## src/rtl/cmd_pkg.sv

```systemverilog
// rtl/cmd_pkg.sv - shared constants, state enum and second-byte decode for cmd_decoder
package cmd_pkg;

  localparam logic [7:0] CMD_HDR = 8'hCA;
  localparam int         CMD_NUM = 8;

  typedef enum logic {
    IDLE    = 1'b0,
    WAIT_LO = 1'b1
  } cmd_state_e;

  typedef struct packed {
    logic       ok;
    logic [2:0] idx;
  } cmd_lo_t;

  // Second byte must repeat its nibble and the nibble must name one of the eight triggers.
  function automatic cmd_lo_t cmd_lo_valid(input logic [7:0] b);
    cmd_lo_t r;
    r.ok  = (b[7:4] == b[3:0]) && (b[3:0] >= 4'd1) && (b[3:0] <= 4'd8);
    r.idx = 3'(b[3:0] - 4'd1);
    return r;
  endfunction

endpackage

```

## src/rtl/cmd_decoder_pulse_stretch.sv

```systemverilog
// rtl/cmd_decoder_pulse_stretch.sv - one trigger stretch counter; load wins over decrement
module pulse_stretch #(
  parameter int PULSE_LEN = 4
) (
  input  logic clk,
  input  logic rst_n,
  input  logic load,
  output logic active
);

  localparam int CW = $clog2(PULSE_LEN + 1);

  logic [CW-1:0] cnt_q, cnt_d;

  always_comb begin
    cnt_d = cnt_q;
    if (load) begin
      cnt_d = CW'(PULSE_LEN);
    end else if (cnt_q != '0) begin
      cnt_d = cnt_q - CW'(1);
    end
  end

  always_ff @(posedge clk or negedge rst_n) begin
    if (!rst_n) begin
      cnt_q <= '0;
    end else begin
      cnt_q <= cnt_d;
    end
  end

  assign active = (cnt_q != '0);

endmodule

```

## src/rtl/cmd_decoder.sv

```systemverilog
// rtl/cmd_decoder.sv - two-byte trigger command decoder; optional WAIT_LO timeout under CMD_DECODE_TIMEOUT_EN
module cmd_decoder
  import cmd_pkg::*;
#(
  parameter logic [7:0] HDR         = CMD_HDR,
  parameter int         PULSE_LEN   = 4,
  parameter int         TIMEOUT_CYC = 255
) (
  input  logic       clk,
  input  logic       rst_n,
  input  logic [7:0] cmd_code,
  input  logic       cmd_codev,
  input  logic       err_clr,
  output logic [7:0] trig,
  output logic       cmd_valid,
  output logic [2:0] cmd_idx,
  output logic [7:0] err_cnt
);

  cmd_state_e    state_q, state_d;
  cmd_lo_t       lo;
  logic          accept_c, err_c, tmo_hit;
  logic          cmd_valid_q, cmd_valid_d;
  logic [2:0]    cmd_idx_q, cmd_idx_d;
  logic [7:0]    err_cnt_q, err_cnt_d;
  logic [CMD_NUM-1:0] load;

  assign lo = cmd_lo_valid(cmd_code);

`ifdef CMD_DECODE_TIMEOUT_EN
  localparam int TW = $clog2(TIMEOUT_CYC + 1);
  logic [TW-1:0] tmo_q, tmo_d;

  // Any valid byte, or leaving WAIT_LO, restarts the idle count.
  assign tmo_hit = (state_q == WAIT_LO) && !cmd_codev && (tmo_q == TW'(TIMEOUT_CYC - 1));

  always_comb begin
    tmo_d = '0;
    if ((state_q == WAIT_LO) && !cmd_codev && !tmo_hit) begin
      tmo_d = tmo_q + TW'(1);
    end
  end

  always_ff @(posedge clk or negedge rst_n) begin
    if (!rst_n) begin
      tmo_q <= '0;
    end else begin
      tmo_q <= tmo_d;
    end
  end
`else
  assign tmo_hit = 1'b0;
`endif

  always_ff @(posedge clk or negedge rst_n) begin
    if (!rst_n) begin
      state_q <= IDLE;
    end else begin
      state_q <= state_d;
    end
  end

  always_comb begin
    state_d = state_q;
    if (cmd_codev) begin
      case (state_q)
        IDLE:    if (cmd_code == HDR) state_d = WAIT_LO;
        WAIT_LO: if (lo.ok || (cmd_code != HDR)) state_d = IDLE;
        default: state_d = IDLE;
      endcase
    end else if (tmo_hit) begin
      state_d = IDLE;
    end
  end

  always_comb begin
    accept_c = 1'b0;
    err_c    = 1'b0;
    if (cmd_codev) begin
      if (state_q == WAIT_LO) begin
        accept_c = lo.ok;
        err_c    = !lo.ok;
      end else begin
        err_c    = (cmd_code != HDR);
      end
    end else begin
      err_c = tmo_hit;
    end
  end

  always_comb begin
    cmd_valid_d = accept_c;
    cmd_idx_d   = accept_c ? lo.idx : cmd_idx_q;
    err_cnt_d   = err_cnt_q;
    if (err_clr) begin
      err_cnt_d = '0;
    end else if (err_c && (err_cnt_q != 8'hFF)) begin
      err_cnt_d = err_cnt_q + 8'd1;
    end
  end

  always_ff @(posedge clk or negedge rst_n) begin
    if (!rst_n) begin
      cmd_valid_q <= 1'b0;
      cmd_idx_q   <= '0;
      err_cnt_q   <= '0;
    end else begin
      cmd_valid_q <= cmd_valid_d;
      cmd_idx_q   <= cmd_idx_d;
      err_cnt_q   <= err_cnt_d;
    end
  end

  for (genvar i = 0; i < CMD_NUM; i++) begin : g_str
    assign load[i] = accept_c && (lo.idx == 3'(i));
    pulse_stretch #(.PULSE_LEN(PULSE_LEN)) u_str (
      .clk    (clk),
      .rst_n  (rst_n),
      .load   (load[i]),
      .active (trig[i])
    );
  end

  assign cmd_valid = cmd_valid_q;
  assign cmd_idx   = cmd_idx_q;
  assign err_cnt   = err_cnt_q;

endmodule
```

## config.mk

```make
export PLATFORM = sky130hd
export DESIGN_NAME = cmd_decoder
export DESIGN_NICKNAME = d
export VERILOG_FILES = /design/src/rtl/cmd_pkg.sv /design/src/rtl/cmd_decoder_pulse_stretch.sv /design/src/rtl/cmd_decoder.sv
export SDC_FILE = /design/constraint.sdc
export NUM_CORES = 1
export LEC_CHECK = 0
export CAP_MARGIN = 20
export CORE_MARGIN = 2
export CORE_UTILIZATION = 49
export CTS_BUF_LIST = sky130_fd_sc_hd__clkbuf_16
export CTS_CLUSTER_SIZE = 16
export DETAILED_ROUTE_END_ITERATION = 16
export PLACE_DENSITY_LB_ADDON = 0.15
export SYNTH_ARGS = -nofsm -noshare
export SYNTH_HDL_FRONTEND = slang
export SYNTH_SLANG_ARGS = --single-unit
```

## constraint.sdc

```tcl
create_clock -name clk -period 1.7 [get_ports clk]
set_clock_uncertainty 0.05 [all_clocks]
set_input_delay 0.17 -clock clk [delete_from_list [all_inputs] [get_ports clk]]
set_output_delay 0.17 -clock clk [all_outputs]
set_load 0.1 [all_outputs]
```

==> flow_results.xml <==
<?xml version="1.0" encoding="UTF-8"?>
<metrics>
  <group name="status">
    <metric name="outcome" unit="">complete, but fails checks</metric>
    <metric name="failed_checks" unit="">negative setup slack</metric>
  </group>
  <group name="final_layout">
    <metric name="area_growth_syn_to_layout" unit="%">48.0</metric>
    <metric name="n_antenna_cell" unit="">0</metric>
    <metric name="fillCellCount" unit="">286</metric>
    <metric name="multi_input_comb_area" unit="mm^2">0.00133</metric>
    <metric name="postLayoutCellArea" unit="mm^2">0.00330</metric>
    <metric name="layout-drive-gt1-share" unit="%">35.2</metric>
    <metric name="layout.cells.most_common_list" unit="">sky130_fd_sc_hd__dfrtp_1 (29), sky130_fd_sc_hd__buf_4 (25), sky130_fd_sc_hd__inv_1 (23)</metric>
    <metric name="layout_commonest_cell" unit="">sky130_fd_sc_hd__dfrtp_1</metric>
    <metric name="design.final.nets" unit="">315</metric>
    <metric name="seqCellArea" unit="um^2">948</metric>
  </group>
  <group name="timing">
    <metric name="finalCriticalPeriod" unit="ps">1710</metric>
    <metric name="timing.final.max_slew_violations" unit="">0</metric>
    <metric name="period_share" unit="%">101</metric>
    <metric name="setup_viol" unit="">1</metric>
    <metric name="setup_repair_after_global_routing_missed_its_margin" unit="">true</metric>
    <metric name="tightestPinTransition" unit="ps">479</metric>
    <metric name="finalHoldViolCount" unit="">0</metric>
    <metric name="holdWs" unit="ps">338</metric>
    <metric name="max_freq" unit="GHz">0.583</metric>
    <metric name="worst_slew_margin_rel" unit="%">68.0</metric>
    <metric name="postLayoutSetupSlackWorst" unit="ps">-14.4</metric>
  </group>
  <group name="power_and_ir_drop">
    <metric name="vdd.ir_drop.worst" unit="mV">0.887</metric>
    <metric name="power.leakage" unit="nW">1.51</metric>
    <metric name="finalPower" unit="mW">4.83</metric>
    <metric name="pwr_density_cell" unit="mW/mm^2">1460</metric>
  </group>
  <group name="logic_synthesis">
    <metric name="netlist.top_cell.by_area" unit="">sky130_fd_sc_hd__dfrtp_1</metric>
    <metric name="syn_std_cell_area" unit="mm^2">0.00223</metric>
    <metric name="synth-adder-area-share" unit="%">12.9</metric>
    <metric name="yosys.area.top_type_share" unit="%">41.5</metric>
    <metric name="largest_family_of_logic_cells_by_synthesized_area" unit="">simple AND/OR/NAND/NOR gates</metric>
    <metric name="yosys.area_share.simple" unit="%">17.9</metric>
    <metric name="syn-mean-instance-area" unit="um^2">9.96</metric>
    <metric name="synth.net_count" unit="">259</metric>
    <metric name="sequential_element_share_of_the_synthesized_area" unit="%">41.5</metric>
    <metric name="synth_compound_area_share" unit="%">11.2</metric>
    <metric name="syn_inst" unit="">224</metric>
    <metric name="muxShareOfSynthArea" unit="%">3.93</metric>
    <metric name="ys_top_cells_by_area" unit="">sky130_fd_sc_hd__dfrtp_1 (42%), sky130_fd_sc_hd__ha_1 (13%), sky130_fd_sc_hd__xnor2_1 (4.7%)</metric>
    <metric name="synth.ff_latch_count" unit="">37</metric>
    <metric name="yosysUniqueCellTypes" unit="">37</metric>
    <metric name="synth.yosys.warnings" unit="">0</metric>
    <metric name="synthXorXnorAreaFrac" unit="%">4.71</metric>
  </group>
  <group name="die">
    <metric name="fp.coreArea" unit="mm^2">0.00438</metric>
    <metric name="boundary_pin_count" unit="">32</metric>
    <metric name="die_y" unit="um">71.5</metric>
    <metric name="rows" unit="">24</metric>
    <metric name="floorplan.initialDensity" unit="%">50.9</metric>
    <metric name="dieArea" unit="mm^2">0.00511</metric>
    <metric name="die-width" unit="um">71.5</metric>
  </group>
  <group name="critical_path">
    <metric name="crit_required" unit="ps">1850</metric>
    <metric name="worstPathArrival" unit="ps">1860</metric>
    <metric name="peak_fanout_along_the_critical_path" unit="">7</metric>
    <metric name="critical-path-top-delay-family" unit="">simple AND/OR/NAND/NOR gates</metric>
    <metric name="cp.buffers_inverters" unit="">1</metric>
    <metric name="cp_slowest_cell" unit="">sky130_fd_sc_hd__dfrtp_4</metric>
    <metric name="worst_path_largest_cell_delay" unit="ps">500</metric>
    <metric name="worstPathCellList" unit="">ha_4, nand3_2, or3_4, nand2_8, buf_6, or3_1, a21oi_2</metric>
    <metric name="worstSetupStartpointType" unit="">register</metric>
    <metric name="critPathKind" unit="">register to register</metric>
    <metric name="rrSetupSlack" unit="ps">-10</metric>
    <metric name="cp-end-kind" unit="">register</metric>
  </group>
  <group name="global_route">
    <metric name="grt_util_all_layers" unit="%">19.6</metric>
    <metric name="grt_overflow" unit="">0</metric>
    <metric name="grt_start_max_net_pins" unit="">38</metric>
    <metric name="first_global_vias" unit="">1704</metric>
    <metric name="grt_first_pass_wirelength" unit="mm">7.68</metric>
    <metric name="antenna_found_initial" unit="">0</metric>
  </group>
  <group name="job">
    <metric name="max-cap-violations" unit="">0</metric>
  </group>
  <group name="placed_design">
    <metric name="place_area" unit="mm^2">0.00297</metric>
    <metric name="dpl.hpwl" unit="mm">3.28</metric>
    <metric name="place.port_buffers" unit="">31</metric>
    <metric name="gpl.final_weighted_congestion" unit="">0.826</metric>
  </group>
  <group name="clocking">
    <metric name="numClockSinks" unit="">37</metric>
    <metric name="cts.path.max_buffers" unit="">2</metric>
    <metric name="cts_made_buffers" unit="">5</metric>
    <metric name="cts_tree" unit="">done</metric>
    <metric name="total_number_of_h_tree_levels" unit="">2</metric>
    <metric name="clkTransAtPathRegs" unit="ps">60</metric>
    <metric name="clock_tree.root_cell" unit="">sky130_fd_sc_hd__clkbuf_16</metric>
    <metric name="worstSkewPairLatency" unit="ps">280</metric>
  </group>
  <group name="drt">
    <metric name="first_iter_violations" unit="">99</metric>
    <metric name="routed_wl" unit="mm">4.70</metric>
    <metric name="drt.antenna.violating_nets" unit="">0</metric>
    <metric name="post-route-drc-count" unit="">0</metric>
    <metric name="first_pass_iters" unit="">4</metric>
    <metric name="dr_total_vias" unit="">1724</metric>
    <metric name="route.detailed.wl_per_inst" unit="um">14.1</metric>
    <metric name="viasPerCell" unit="">5.18</metric>
  </group>
  <group name="hold_path">
    <metric name="hold_path_class" unit="">input pin to register</metric>
  </group>
</metrics>
[Yosys cell counts (all sizes together)]
cell    instances
nand2           9
nor2b          12
and4bb          1
nand4b          1
nor3b           2
mux2            6
a41oi           1
clkbuf          1
o31a            1
mux2i           2
nor4            2
a221o           6
ha             23
or3b            1
dfrtp          37
o21ai           6
buf            11
xnor2          12
inv            24
a221oi          6
nand3           3
nand4           2
a21o            1
and2b           1
nor2           22
or3             4
a21oi          15
nand2b          7
nor3            4
and2            1
[per-layer routing]
layer / global-route usage (%) / vias up / wire [um]
met5: 0 / - / 0
met4: 11.1 / 0 / 125
met3: 4.50 / 12 / 190
met2: 31.9 / 35 / 2340
met1: 24.0 / 814 / 2040
li1: - / 863 / -
[worst min-delay path, stage by stage]
cell and delay (ps):
sky130_fd_sc_hd__buf_2 120, sky130_fd_sc_hd__inv_2 80, sky130_fd_sc_hd__buf_4 120, sky130_fd_sc_hd__mux2_2 140
[cell type report]
| class | instances | share of cell area (%) |
|---|---|---|
| flip-flops and latches | 37 | 28.7 |
| clock inverters | 3 | 0.341 |
| multi-input cells | 152 | 40.2 |
| clock buffers | 5 | 3.79 |
| well taps | 52 | 1.97 |
| inverters | 24 | 2.80 |
| repair buffers | 60 | 22.2 |
[repair_timing]
| action | in CTS | in global routing |
|---|---|---|
| endpoints found under the hold margin | 37 | 0 |
| buffers inserted | 2 | 0 |
| hold buffers | 1 | 0 |
| pin swaps | 8 | 11 |
| setup endpoints to repair | 37 | 33 |
| gates cloned | 0 | 1 |
| resized for setup | 19 | 25 |
[report_power, final]
group | internal (mW) | switching, mW | total, mW
clock network | 0.527 | 0.336 | 0.862
registers | 1.20 | 0.181 | 1.39
logic | 1.10 | 1.49 | 2.59
total | 2.83 | 2.01 | 4.83
[state kept, by name, indices dropped and copies added (netlist names)]
name,flops
err_cnt,8
g_str.u_str.cnt_q,24
cmd_idx,3
cmd_valid,1
state_q,1
[path summary, 6_finish.rpt]
check,from,end,cells past startpoint
hold / removal,cmd_code[0],cmd_idx[0],4
setup reg to reg,err_cnt[1],err_cnt[0],7
max in group asynchronous,rst_n,err_cnt[0],3
hold reg to reg,cmd_idx[2],cmd_idx[2],1
min in group asynchronous,rst_n,g_str[5].u_str.cnt_q[1],3
setup / recovery,err_cnt[1],err_cnt[0],7
[cell families after synthesis]
logic type,Yosys count
adders and majority gates,23
buffers and inverters,36
DFF,37
muxes,8
AOI/OAI and AO/OA,36
and+or+nand+nor,72
xor gates and xnor gates,12
[through the flow]
stage               setup slack, ps  utilization [%]  TNS, ps  instances
global route                  -67.5             75.3     -283        333
global placement               -663             67.8   -19720        321
floorplan                      -137                -     -673        224
finish                        -14.4             75.3    -14.4        333
CTS                            9.57             72.4        0        332
detailed placement             -674             67.8   -21070        321
Note: power is estimated with default switching activity, not from simulation.
